==> src/rtl/uart_mmap_master_if.sv <==
// ----------------------------------------------------------------------------
// uart_mmap_master_if
//
// Bundles the three streams around the UART-to-memory-mapped bridge:
//   rx stream : rx_data[7:0], rx_valid (to bridge), rx_ready (from bridge)
//   tx stream : tx_data[7:0], tx_valid (from bridge), tx_ready (to bridge)
//   mm bus    : mm_en, mm_addr[15:0], mm_sel[2:0], mm_wdata[31:0] (from bridge)
//               mm_rdata[31:0] (to bridge, registered by the responder)
//
// Modports:
//   master : the bridge side (drives rx_ready, tx_*, mm_* requests)
//   slave  : the environment side (UART + memory-mapped responder)
// ----------------------------------------------------------------------------
interface uart_mmap_master_if;
  logic [7:0]  rx_data;
  logic        rx_valid;
  logic        rx_ready;

  logic [7:0]  tx_data;
  logic        tx_valid;
  logic        tx_ready;

  logic        mm_en;
  logic [15:0] mm_addr;
  logic [2:0]  mm_sel;
  logic [31:0] mm_wdata;
  logic [31:0] mm_rdata;

  modport master (
    input  rx_data, rx_valid, tx_ready, mm_rdata,
    output rx_ready, tx_data, tx_valid, mm_en, mm_addr, mm_sel, mm_wdata
  );

  modport slave (
    output rx_data, rx_valid, tx_ready, mm_rdata,
    input  rx_ready, tx_data, tx_valid, mm_en, mm_addr, mm_sel, mm_wdata
  );
endinterface

==> src/rtl/uart_mmap_master.sv <==
// ----------------------------------------------------------------------------
// uart_mmap_master
//
// Command-driven initiator for the memory-mapped bus. Framed byte commands
// arrive on the UART receive stream, each frame issues one load or store on
// the bus, and the result (load data, store ACK, or NAK for a bad opcode) is
// returned on the UART transmit stream.
//
// Frames:  'L' (0x4C) addr_hi addr_lo                    -> 4 data bytes, MSB first
//          'S' (0x53) addr_hi addr_lo d3 d2 d1 d0        -> 0x06
//          any other opcode                              -> 0x15
//
// Ports:
//   clk   : single clock, rising edge
//   rst   : asynchronous, active-low reset
//   bus   : uart_mmap_master_if.master (rx stream, tx stream, mm bus)
//   busy  : high whenever the bridge is not idle
//
// Parameters:
//   TIMEOUT_CYCLES : inter-byte timeout in clk cycles (timeout feature only)
//
// Build option:
//   MMAP_BRIDGE_TIMEOUT_EN : when defined, a frame that stalls for
//   TIMEOUT_CYCLES between bytes is discarded and answered with NAK.
//   When undefined the bridge waits indefinitely for the next frame byte.
// ----------------------------------------------------------------------------
module uart_mmap_master #(
  parameter int unsigned TIMEOUT_CYCLES = 1_250_000
) (
  input  logic                      clk,
  input  logic                      rst,
  uart_mmap_master_if.master        bus,
  output logic                      busy
);

  typedef enum logic [2:0] {
    S_IDLE,
    S_ADDR_HI,
    S_ADDR_LO,
    S_DATA,
    S_ISSUE,
    S_WAIT_RD,
    S_SEND,
    S_NAK
  } state_e;

  localparam logic [7:0] OP_LOAD   = 8'h4C;
  localparam logic [7:0] OP_STORE  = 8'h53;
  localparam logic [7:0] RSP_ACK   = 8'h06;
  localparam logic [7:0] RSP_NAK   = 8'h15;

  localparam logic [2:0] SEL_LOAD  = 3'd1;
  localparam logic [2:0] SEL_STORE = 3'd2;
  localparam logic [2:0] SEL_IDLE  = 3'd6;

  // A zero timeout would fire before the first stall cycle.
  if (TIMEOUT_CYCLES == 0) begin : g_bad_timeout
    $error("uart_mmap_master: TIMEOUT_CYCLES must be at least 1");
  end

  state_e      state_q,     state_d;
  logic        is_store_q,  is_store_d;
  logic [15:0] addr_asm_q,  addr_asm_d;   // address being assembled
  logic [23:0] wdata_asm_q, wdata_asm_d;  // first three store data bytes
  logic [15:0] mm_addr_q,   mm_addr_d;    // address presented on the bus
  logic [31:0] mm_wdata_q,  mm_wdata_d;   // store data presented on the bus
  logic [1:0]  data_cnt_q,  data_cnt_d;   // store data bytes received so far
  logic [1:0]  send_cnt_q,  send_cnt_d;   // response bytes remaining minus one
  logic [31:0] resp_q,      resp_d;       // response shift register, MSB out

  logic        rx_fire;
  logic        tx_fire;
  logic        opcode_ok;
  logic        timeout_hit;

  assign rx_fire   = bus.rx_valid && bus.rx_ready;
  assign tx_fire   = bus.tx_valid && bus.tx_ready;
  assign opcode_ok = (bus.rx_data == OP_LOAD) || (bus.rx_data == OP_STORE);

  // --------------------------------------------------------------------------
  // Optional inter-byte timeout
  // --------------------------------------------------------------------------
`ifdef MMAP_BRIDGE_TIMEOUT_EN
  logic [31:0] tmo_cnt_q, tmo_cnt_d;
  logic        in_frame;

  assign in_frame    = state_q inside {S_ADDR_HI, S_ADDR_LO, S_DATA};
  // The counter holds the number of stall cycles already seen, so the
  // TIMEOUT_CYCLES-th consecutive stall cycle is the one that aborts.
  assign timeout_hit = in_frame && !rx_fire && (tmo_cnt_q == TIMEOUT_CYCLES - 1);

  always_comb begin
    tmo_cnt_d = '0;
    if (in_frame && !rx_fire && !timeout_hit) begin
      tmo_cnt_d = tmo_cnt_q + 32'd1;
    end
  end

  always_ff @(posedge clk or negedge rst) begin
    if (!rst) begin
      tmo_cnt_q <= '0;
    end else begin
      tmo_cnt_q <= tmo_cnt_d;
    end
  end
`else
  assign timeout_hit = 1'b0;
`endif

  // --------------------------------------------------------------------------
  // FSM: state register
  // --------------------------------------------------------------------------
  always_ff @(posedge clk or negedge rst) begin
    if (!rst) begin
      state_q <= S_IDLE;
    end else begin
      // NOTE: state is sampled with non-blocking assignments so every flop
      // sees the pre-edge values of the others, independent of block order.
      state_q <= state_d;
    end
  end

  // --------------------------------------------------------------------------
  // FSM: next-state logic
  // --------------------------------------------------------------------------
  always_comb begin
    // NOTE: defaulting to the current state keeps every path assigned, so no
    // latch is inferred for the branches that do not change state.
    state_d = state_q;
    unique case (state_q)
      S_IDLE: begin
        if (rx_fire) begin
          state_d = opcode_ok ? S_ADDR_HI : S_NAK;
        end
      end
      S_ADDR_HI: begin
        if (rx_fire)          state_d = S_ADDR_LO;
        else if (timeout_hit) state_d = S_NAK;
      end
      S_ADDR_LO: begin
        if (rx_fire)          state_d = is_store_q ? S_DATA : S_ISSUE;
        else if (timeout_hit) state_d = S_NAK;
      end
      S_DATA: begin
        if (rx_fire) begin
          if (data_cnt_q == 2'd3) state_d = S_ISSUE;
        end else if (timeout_hit) begin
          state_d = S_NAK;
        end
      end
      S_ISSUE: begin
        state_d = is_store_q ? S_SEND : S_WAIT_RD;
      end
      S_WAIT_RD: begin
        state_d = S_SEND;
      end
      S_SEND: begin
        if (tx_fire && (send_cnt_q == 2'd0)) state_d = S_IDLE;
      end
      S_NAK: begin
        if (tx_fire) state_d = S_IDLE;
      end
      default: begin
        state_d = S_IDLE;
      end
    endcase
  end

  // --------------------------------------------------------------------------
  // Datapath next-value logic
  // --------------------------------------------------------------------------
  always_comb begin
    is_store_d  = is_store_q;
    addr_asm_d  = addr_asm_q;
    wdata_asm_d = wdata_asm_q;
    mm_addr_d   = mm_addr_q;
    mm_wdata_d  = mm_wdata_q;
    data_cnt_d  = data_cnt_q;
    send_cnt_d  = send_cnt_q;
    resp_d      = resp_q;

    unique case (state_q)
      S_IDLE: begin
        if (rx_fire) begin
          is_store_d = (bus.rx_data == OP_STORE);
          if (!opcode_ok) resp_d = {RSP_NAK, 24'h0};
        end
      end
      S_ADDR_HI: begin
        if (rx_fire) addr_asm_d[15:8] = bus.rx_data;
      end
      S_ADDR_LO: begin
        if (rx_fire) begin
          addr_asm_d[7:0] = bus.rx_data;
          data_cnt_d      = 2'd0;
          // A load issues next cycle, so its address goes straight to the bus.
          if (!is_store_q) mm_addr_d = {addr_asm_q[15:8], bus.rx_data};
        end
      end
      S_DATA: begin
        if (rx_fire) begin
          data_cnt_d  = data_cnt_q + 2'd1;
          wdata_asm_d = {wdata_asm_q[15:0], bus.rx_data};
          // The bus registers only change once the whole frame is in, so they
          // keep the previous transaction's values while a store assembles.
          if (data_cnt_q == 2'd3) begin
            mm_addr_d  = addr_asm_q;
            mm_wdata_d = {wdata_asm_q, bus.rx_data};
          end
        end
      end
      S_ISSUE: begin
        if (is_store_q) begin
          resp_d     = {RSP_ACK, 24'h0};
          send_cnt_d = 2'd0;
        end
      end
      S_WAIT_RD: begin
        // The responder's registered load data is valid in this cycle.
        resp_d     = bus.mm_rdata;
        send_cnt_d = 2'd3;
      end
      S_SEND: begin
        if (tx_fire) begin
          resp_d     = {resp_q[23:0], 8'h00};
          send_cnt_d = send_cnt_q - 2'd1;
        end
      end
      S_NAK: begin
        resp_d = resp_q;
      end
      default: begin
        resp_d = resp_q;
      end
    endcase

    if (timeout_hit) resp_d = {RSP_NAK, 24'h0};
  end

  always_ff @(posedge clk or negedge rst) begin
    if (!rst) begin
      is_store_q  <= 1'b0;
      addr_asm_q  <= '0;
      wdata_asm_q <= '0;
      mm_addr_q   <= '0;
      mm_wdata_q  <= '0;
      data_cnt_q  <= '0;
      send_cnt_q  <= '0;
      // NOTE: the response register is reset so tx_data comes out of reset
      // as 0; it is a plain register, not a memory array.
      resp_q      <= '0;
    end else begin
      is_store_q  <= is_store_d;
      addr_asm_q  <= addr_asm_d;
      wdata_asm_q <= wdata_asm_d;
      mm_addr_q   <= mm_addr_d;
      mm_wdata_q  <= mm_wdata_d;
      data_cnt_q  <= data_cnt_d;
      send_cnt_q  <= send_cnt_d;
      resp_q      <= resp_d;
    end
  end

  // --------------------------------------------------------------------------
  // FSM: outputs
  // --------------------------------------------------------------------------
  always_comb begin
    bus.rx_ready = 1'b0;
    bus.tx_valid = 1'b0;
    bus.mm_en    = 1'b0;
    bus.mm_sel   = SEL_IDLE;
    busy         = (state_q != S_IDLE);
    unique case (state_q)
      S_IDLE, S_ADDR_HI, S_ADDR_LO, S_DATA: begin
        bus.rx_ready = 1'b1;
      end
      S_ISSUE: begin
        // Decoded straight from the state flop, so reset kills the pulse
        // immediately.
        bus.mm_en  = 1'b1;
        bus.mm_sel = is_store_q ? SEL_STORE : SEL_LOAD;
      end
      S_SEND, S_NAK: begin
        bus.tx_valid = 1'b1;
      end
      default: begin
        bus.rx_ready = 1'b0;
      end
    endcase
  end

  assign bus.tx_data  = resp_q[31:24];
  assign bus.mm_addr  = mm_addr_q;
  assign bus.mm_wdata = mm_wdata_q;

endmodule

==> src/flat_wrapper.sv <==
// flat-port wrapper written by rule: the top's interface ports become plain ports
module uart_mmap_master_flat 
#(
  parameter int unsigned TIMEOUT_CYCLES = 1_250_000
)
  (clk, rst, busy, bus_rx_data, bus_rx_valid, bus_tx_ready, bus_mm_rdata, bus_rx_ready, bus_tx_data, bus_tx_valid, bus_mm_en, bus_mm_addr, bus_mm_sel, bus_mm_wdata);
  uart_mmap_master_if bus_i ();
  input  logic clk;
  input  logic rst;
  output logic busy;
  input wire logic [$bits(bus_i.rx_data)-1:0] bus_rx_data;
  input wire logic [$bits(bus_i.rx_valid)-1:0] bus_rx_valid;
  input wire logic [$bits(bus_i.tx_ready)-1:0] bus_tx_ready;
  input wire logic [$bits(bus_i.mm_rdata)-1:0] bus_mm_rdata;
  output wire logic [$bits(bus_i.rx_ready)-1:0] bus_rx_ready;
  output wire logic [$bits(bus_i.tx_data)-1:0] bus_tx_data;
  output wire logic [$bits(bus_i.tx_valid)-1:0] bus_tx_valid;
  output wire logic [$bits(bus_i.mm_en)-1:0] bus_mm_en;
  output wire logic [$bits(bus_i.mm_addr)-1:0] bus_mm_addr;
  output wire logic [$bits(bus_i.mm_sel)-1:0] bus_mm_sel;
  output wire logic [$bits(bus_i.mm_wdata)-1:0] bus_mm_wdata;
  assign bus_i.rx_data = bus_rx_data;
  assign bus_i.rx_valid = bus_rx_valid;
  assign bus_i.tx_ready = bus_tx_ready;
  assign bus_i.mm_rdata = bus_mm_rdata;
  assign bus_rx_ready = bus_i.rx_ready;
  assign bus_tx_data = bus_i.tx_data;
  assign bus_tx_valid = bus_i.tx_valid;
  assign bus_mm_en = bus_i.mm_en;
  assign bus_mm_addr = bus_i.mm_addr;
  assign bus_mm_sel = bus_i.mm_sel;
  assign bus_mm_wdata = bus_i.mm_wdata;
  uart_mmap_master #(.TIMEOUT_CYCLES(TIMEOUT_CYCLES)) u_core (.clk(clk), .rst(rst), .bus(bus_i), .busy(busy));
endmodule
==> config.mk <==
export PLATFORM = sky130hd
export DESIGN_NAME = uart_mmap_master_flat
export DESIGN_NICKNAME = d
export VERILOG_FILES = /design/src/rtl/uart_mmap_master_if.sv /design/src/rtl/uart_mmap_master.sv /design/src/flat_wrapper.sv
export SDC_FILE = /design/constraint.sdc
export NUM_CORES = 1
export LEC_CHECK = 0
export BUFFER_PORTS_ARGS = -buffer_cell sky130_fd_sc_hd__buf_2
export CAP_MARGIN = 20
export CORE_MARGIN = 1
export CORE_UTILIZATION = 55
export CTS_CLUSTER_DIAMETER = 150
export DETAILED_ROUTE_END_ITERATION = 10
export GPL_ROUTABILITY_DRIVEN = 0
export PLACE_DENSITY = 0.82
export SLEW_MARGIN = 10
export SYNTH_ARGS = -nofsm -noshare
export SYNTH_HDL_FRONTEND = slang
export SYNTH_SLANG_ARGS = --single-unit
==> constraint.sdc <==
create_clock -name clk -period 2.04 [get_ports clk]
set_input_delay 0.306 -clock clk [delete_from_list [all_inputs] [get_ports clk]]
set_output_delay 0.306 -clock clk [all_outputs]
set_load 0.005 [all_outputs]
==> After elaboration in Yosys (flattened, before gate mapping) <==
Index checks and enable logic that the tools add are counted.
{ "totals": {"register_bits": 128, "in_bits": 44, "out_inout_bits": 63, "elab_cells": 87} }
{ "classes": {"add_sub_neg": 2, "n_eq_ne": 21, "mux": 32, "reduce_logical": 22} }
{ "op_table": {"columns": ["operator", "n"], "rows": [
  ["two-way mux 32 bit", 4],
  ["one-hot mux 32 bit (4 select lines)", 1],
  ["two-way mux 16 bit", 4],
  ["one-hot mux 16 bit (2 select lines)", 1],
  ["two-way mux 3 bit", 10],
  ["one-hot mux 3 bit (8 select lines)", 1],
  ["inequality test 2 x 1 -> 1 bit, second input constant", 9],
  ["== test 8 x 7 -> 1 bit, second input constant", 2],
  ["== test 3 bit, second input constant", 4],
  ["two-way mux 2 bit", 6],
  ["AND reduction 5 bit", 2],
  ["AND reduction 3 bit", 3],
  ["AND reduction 2 bit", 4],
  ["AND reduction 7 bit", 1],
  ["== test 3 x 2 -> 1 bit, second input constant", 2],
  ["one-hot mux 2 bit (3 select lines)", 1],
  ["nonzero test 3 bit", 2],
  ["inequality test 2 bit, second input constant", 2],
  ["one-hot mux 2 bit (2 select lines)", 1],
  ["nonzero test 4 bit", 1],
  ["OR reduction 4 bit", 1],
  ["== test 3 x 1 -> 1 bit, second input constant", 1],
  ["logical AND 1 bit", 3],
  ["logical NOT 3 bit", 1],
  ["8 further kinds", 10]
]} }

==> Logic depth before layout (Yosys ltp) <==
{ "logic_depth": {"depth_word": 7, "mapped_depth": 6, "mapped_depth_nobuf": 6} }

==> Worst setup path after synthesis <==
Ideal clock, no wire load.
{ "synth_timing": {"kind": "register to register", "start": "register u_core.state_q[2]", "end": "register u_core.mm_addr_q[12] (netlist: u_core.bus.mm_addr[12])", "setup_time_ns": 0.127, "arrival_ns": 1.528, "t_required_ns": 1.913, "setup_slack_ns": 0.384, "stages_incl_launch_ff": 6, "path_buffers": 2, "period_less_slack_ns": 1.656, "path_cell_list": "dfrtp_1 -> buf_4 -> nand3b_1 -> a21oi_4 -> buf_4 -> mux2_1"} }
{ "synth_between": {"elab_chain_cells": 6, "elab_cells_between_ends": 14, "cone_classes": "eq/ne: 7; mux: 2; reduce/logical: 5"} }
{ "synth_rtl": {"columns": ["element", "line", "text"], "rows": [
  ["start: declaration", "uart_mmap_master.sv:61", "state_e state_q, state_d;"],
  ["start signal: assignment", "uart_mmap_master.sv:119", "state_q <= state_d;"],
  ["== test 3 x 1 -> 1 bit (tied with other cells)", "uart_mmap_master.sv:273", "unique case (state_q)"],
  ["OR reduction 4 bit", "uart_mmap_master.sv:273", null],
  ["two-way mux 1 bit", "uart_mmap_master.sv:273", null],
  ["logical AND 1 bit", "uart_mmap_master.sv:76", "assign rx_fire = bus.rx_valid && bus.rx_ready;"],
  ["inequality test 2 x 1 -> 1 bit (no line)", null, null],
  ["AND reduction 5 bit (no line)", null, null],
  ["end signal: assignment", "uart_mmap_master.sv:256", "mm_addr_q <= mm_addr_d;"],
  ["end: declaration", "uart_mmap_master.sv:65", "logic [15:0] mm_addr_q, mm_addr_d;"]
]} }
Several ways; a longest one is shown, not always the timed one.
A chain may end at the register's enable or synchronous reset.

==> Worst setup path in the final report <==
{ "layout_timing": {"start": "register u_core.state_q[1]", "end": "output bus_mm_sel[1]"} }
{ "layout_between": {"elab_chain_cells": 2} }
{ "layout_rtl": {"columns": ["element", "line", "text"], "rows": [
  ["== test 3 bit", "uart_mmap_master.sv:273", null],
  ["two-way mux 3 bit", "uart_mmap_master.sv:273", null],
  ["end: declaration", "flat_wrapper.sv:20", "output wire logic [$bits(bus_i.mm_sel)-1:0] bus_mm_sel;"]
]} }
Every way passes these cells.

==> qor.txt <==
Outcome -> completed
Mapped Cells -> 400
Reg2reg end -> u_core.bus.mm_addr[6]
Synth Cell Area -> 0.00551 mm2
RSZ-0062 raised after global routing -> no
FILL cells -> 677
Via Count -> 3,746
Most frequent cells in the layout -> dfrtp_1 (126), buf_2 (105), mux2_1 (60)
Buffers and inverters on the worst path -> 3
Final worst path period need -> 1.96 ns
Global-route wire length before repair -> 19,300 um
Max-cap viol count -> 0
I/O Buffers -> 106
DRC viols -> 0
Yosys cell types -> 45
Hold Vio Cnt, Final -> 0
Crit. path cell count -> 6
Worst setup SP type -> flop
Hold Crit Start -> bus_mm_rdata[4]
Final setup fails -> 0
Clock-pin slew on the worst setup and hold paths -> 0.06 ns
Synthesized Nets -> 446
H-tree depth -> 4
Layout area overhead -> 25.4%
Reg2reg setup slack -> 0.23 ns
Register bit total from synthesis -> 128
Clock Path Buffers -> 2
Placed wire-length estimate -> 7870 um
Clk_lat worst skew -> 0.52 ns
Setup Skew -> 0.0107 ns
Kind of critical path -> reg2out
Vias in the first global route -> 3,840
Die Area -> 0.0104 mm2
CTS tree -> yes
IO Pins -> 107
Vias per inst -> 5.62
Final #Nets -> 567
Final wirelength -> 11,900 um
Initial Util -> 0.567
Setup TNS -> 0 ns
Slew headroom -> 0.610
CP cell instances -> buf_4 -> nor2_1 -> nand2_1 -> nor2_2 -> inv_1 -> buf_2
Share of cells above drive strength 1 -> 0.388
Dominant synthesized flop cell -> dfrtp_1
CP Capture Type -> output pin
Syn Area/Cell -> 13.8 um2
Worst Max-Slew Pin Slew -> 0.583 ns
Critical-path top delay cell -> dfrtp_2
R2R Path Start -> u_core.state_q[2]
Fmax -> 510 MHz
Largest net degree at the start of global routing -> 50
Wirelength per Cell -> 17.9 um
P_leak -> 0.00346 uW
CTS sink cnt -> 128
Cells on worst reg2reg path -> 5
Register area share after synthesis -> 0.581
CP arrival -> 1.66 ns
Maximum VDD drop -> 0.826 mV
HP Class -> in2reg
Fin crit share -> 0.962
Hold_ws -> 0.0192 ns
Site Rows -> 36
Worst hold path depth -> 2
CTS Buf Count -> 17
Crit path largest cell delay -> 0.40 ns
Chip height -> 102 um
Ys async rst share -> 1.00
Die width -> 102 um
Antenna violations before repair -> 0
End of the worst hold path -> u_core.resp_q[4]
Clk root buf -> clkbuf_8
CP top delay family -> flip-flops
Pwr Density -> 1440 mW/mm2
Core region area -> 0.00973 mm2
Crit Path Max Fanout -> 8
Gr usage total -> 0.250
Commonest non-fill, non-tap cell in the layout -> dfrtp_1
1st-iter DRT viols -> 171
Design Power -> 9970 uW
Antenna cells -> 0
GR Overflow Total -> 0
Synth Warn # -> 0
Slew Limit Fails -> 0
Router iterations before antenna repair -> 6
CP Data Required Time -> 1.73 ns
Number of antenna-violating nets in the routed design -> 0
EDFF count, synth -> 0
## worst reg2reg max path: cells and delay by family (launching register included)
kind | cells | cell delay, ns
buffers and inverters | 1 | 0.26
AOI/OAI and AO/OA | 2 | 0.55
and+or+nand+nor | 2 | 0.40
DFF | 1 | 0.51
## metrics by stage
| stage | instance area, um2 | util | std cells | worst slack (ns) |
|---|---|---|---|---|
| global route | 6910 | 0.710 | 667 | 0.0143 |
| CTS | 6910 | 0.710 | 667 | 0.0446 |
| floorplan | 5510 | - | 400 | 0.384 |
| detailed placement | 6210 | 0.638 | 625 | 0.200 |
| finish | 6910 | 0.710 | 667 | 0.0777 |
| global placement | 6210 | 0.638 | 625 | 0.273 |
## what timing repair did
item | 4_1_cts | 5_1_grt
gates cloned | 0 | 0
endpoints found under the hold margin | 39 | 0
hold buffers | 7 | 0
pin swaps | 1 | 1
setup endpoints to repair | 2 | 3
gates resized for setup | 3 | 1
buffers inserted | 3 | 0
## routing by layer
layer | global-route usage | share of wire | vias to the layer above | wire length (um)
met5 | 0 | 0 | - | 0
met4 | 0.107 | 0.023 | 0 | 269
met3 | 0.0725 | 0.045 | 22 | 543
met2 | 0.406 | 0.50 | 107 | 5920
met1 | 0.315 | 0.44 | 1914 | 5200
li1 | - | - | 1703 | -
## state kept, by name, summed over array words and instances (netlist names)
register             cells
u_core.wdata_asm_q      24
u_core.addr_asm_q       16
u_core.bus.mm_addr      16
u_core.is_store_q        1
u_core.state_q           3
u_core.send_cnt_q        2
u_core.data_cnt_q        2
u_core.resp_q           32
u_core.bus.mm_wdata     32
## worst max-delay path by stage
stage / startpoint / end / slack [ns]
after floorplan: u_core.state_q[2] / u_core.bus.mm_addr[12] / 0.38
after global placement: u_core.state_q[0] / u_core.resp_q[9] / 0.27
after detailed placement: u_core.state_q[0] / u_core.resp_q[8] / 0.20
after CTS: u_core.state_q[1] / bus_mm_sel[1] / 0.04
after global routing: u_core.state_q[2] / busy / 0.01
final: u_core.state_q[1] / bus_mm_sel[1] / 0.08
## cell usage after synthesis (all sizes together) (2+ instances only)
master   count  area share
nor3         3      0.0036
a32oi        2      0.0032
ha           2      0.0045
o21a         2      0.0027
nor2b        2      0.0023
a22o         8       0.013
nand2b       6      0.0068
nand3        2      0.0027
nand4        2      0.0023
inv         12      0.0082
a21oi       11       0.012
buf         23       0.029
o22ai        2      0.0023
a22oi       21       0.029
o21ai       12       0.012
o2bb2ai     20       0.052
clkbuf       7      0.0048
mux2        81        0.17
dfrtp      128        0.58
and4bb       2      0.0045
mux2i        9       0.017
nor2        19       0.015
nand2       13      0.0089
## power breakdown
group	internal [uW]	leakage, uW	switching [uW]
combinational	1440	0.00150	1580
sequential	3360	0.00167	548
clock	1930	0.000293	1110
total	6730	0.00346	3240
## layout make-up
type	count	area (um2)	area share
timing repair buffer	132	808	0.117
tap	133	166	0.0241
clock inverter	12	158	0.0228
multi-input combinational	230	2080	0.301
sequential	128	3210	0.464
inverter	12	45.0	0.00652
clock buffer	20	445	0.0644
## cell families (layout without fill, tap and decap cells)
kind of cell / count (synthesis) / after routing / synth area share
DFF: 128 / 128 / 0.581
buffers and inverters: 42 / 176 / 0.0418
muxes: 90 / 90 / 0.182
and+or+nand+nor: 55 / 55 / 0.0536
adders and majority gates: 2 / 2 / 0.00454
AOI/OAI and AO/OA: 83 / 83 / 0.137
Note: power is estimated with default switching activity, not from simulation.
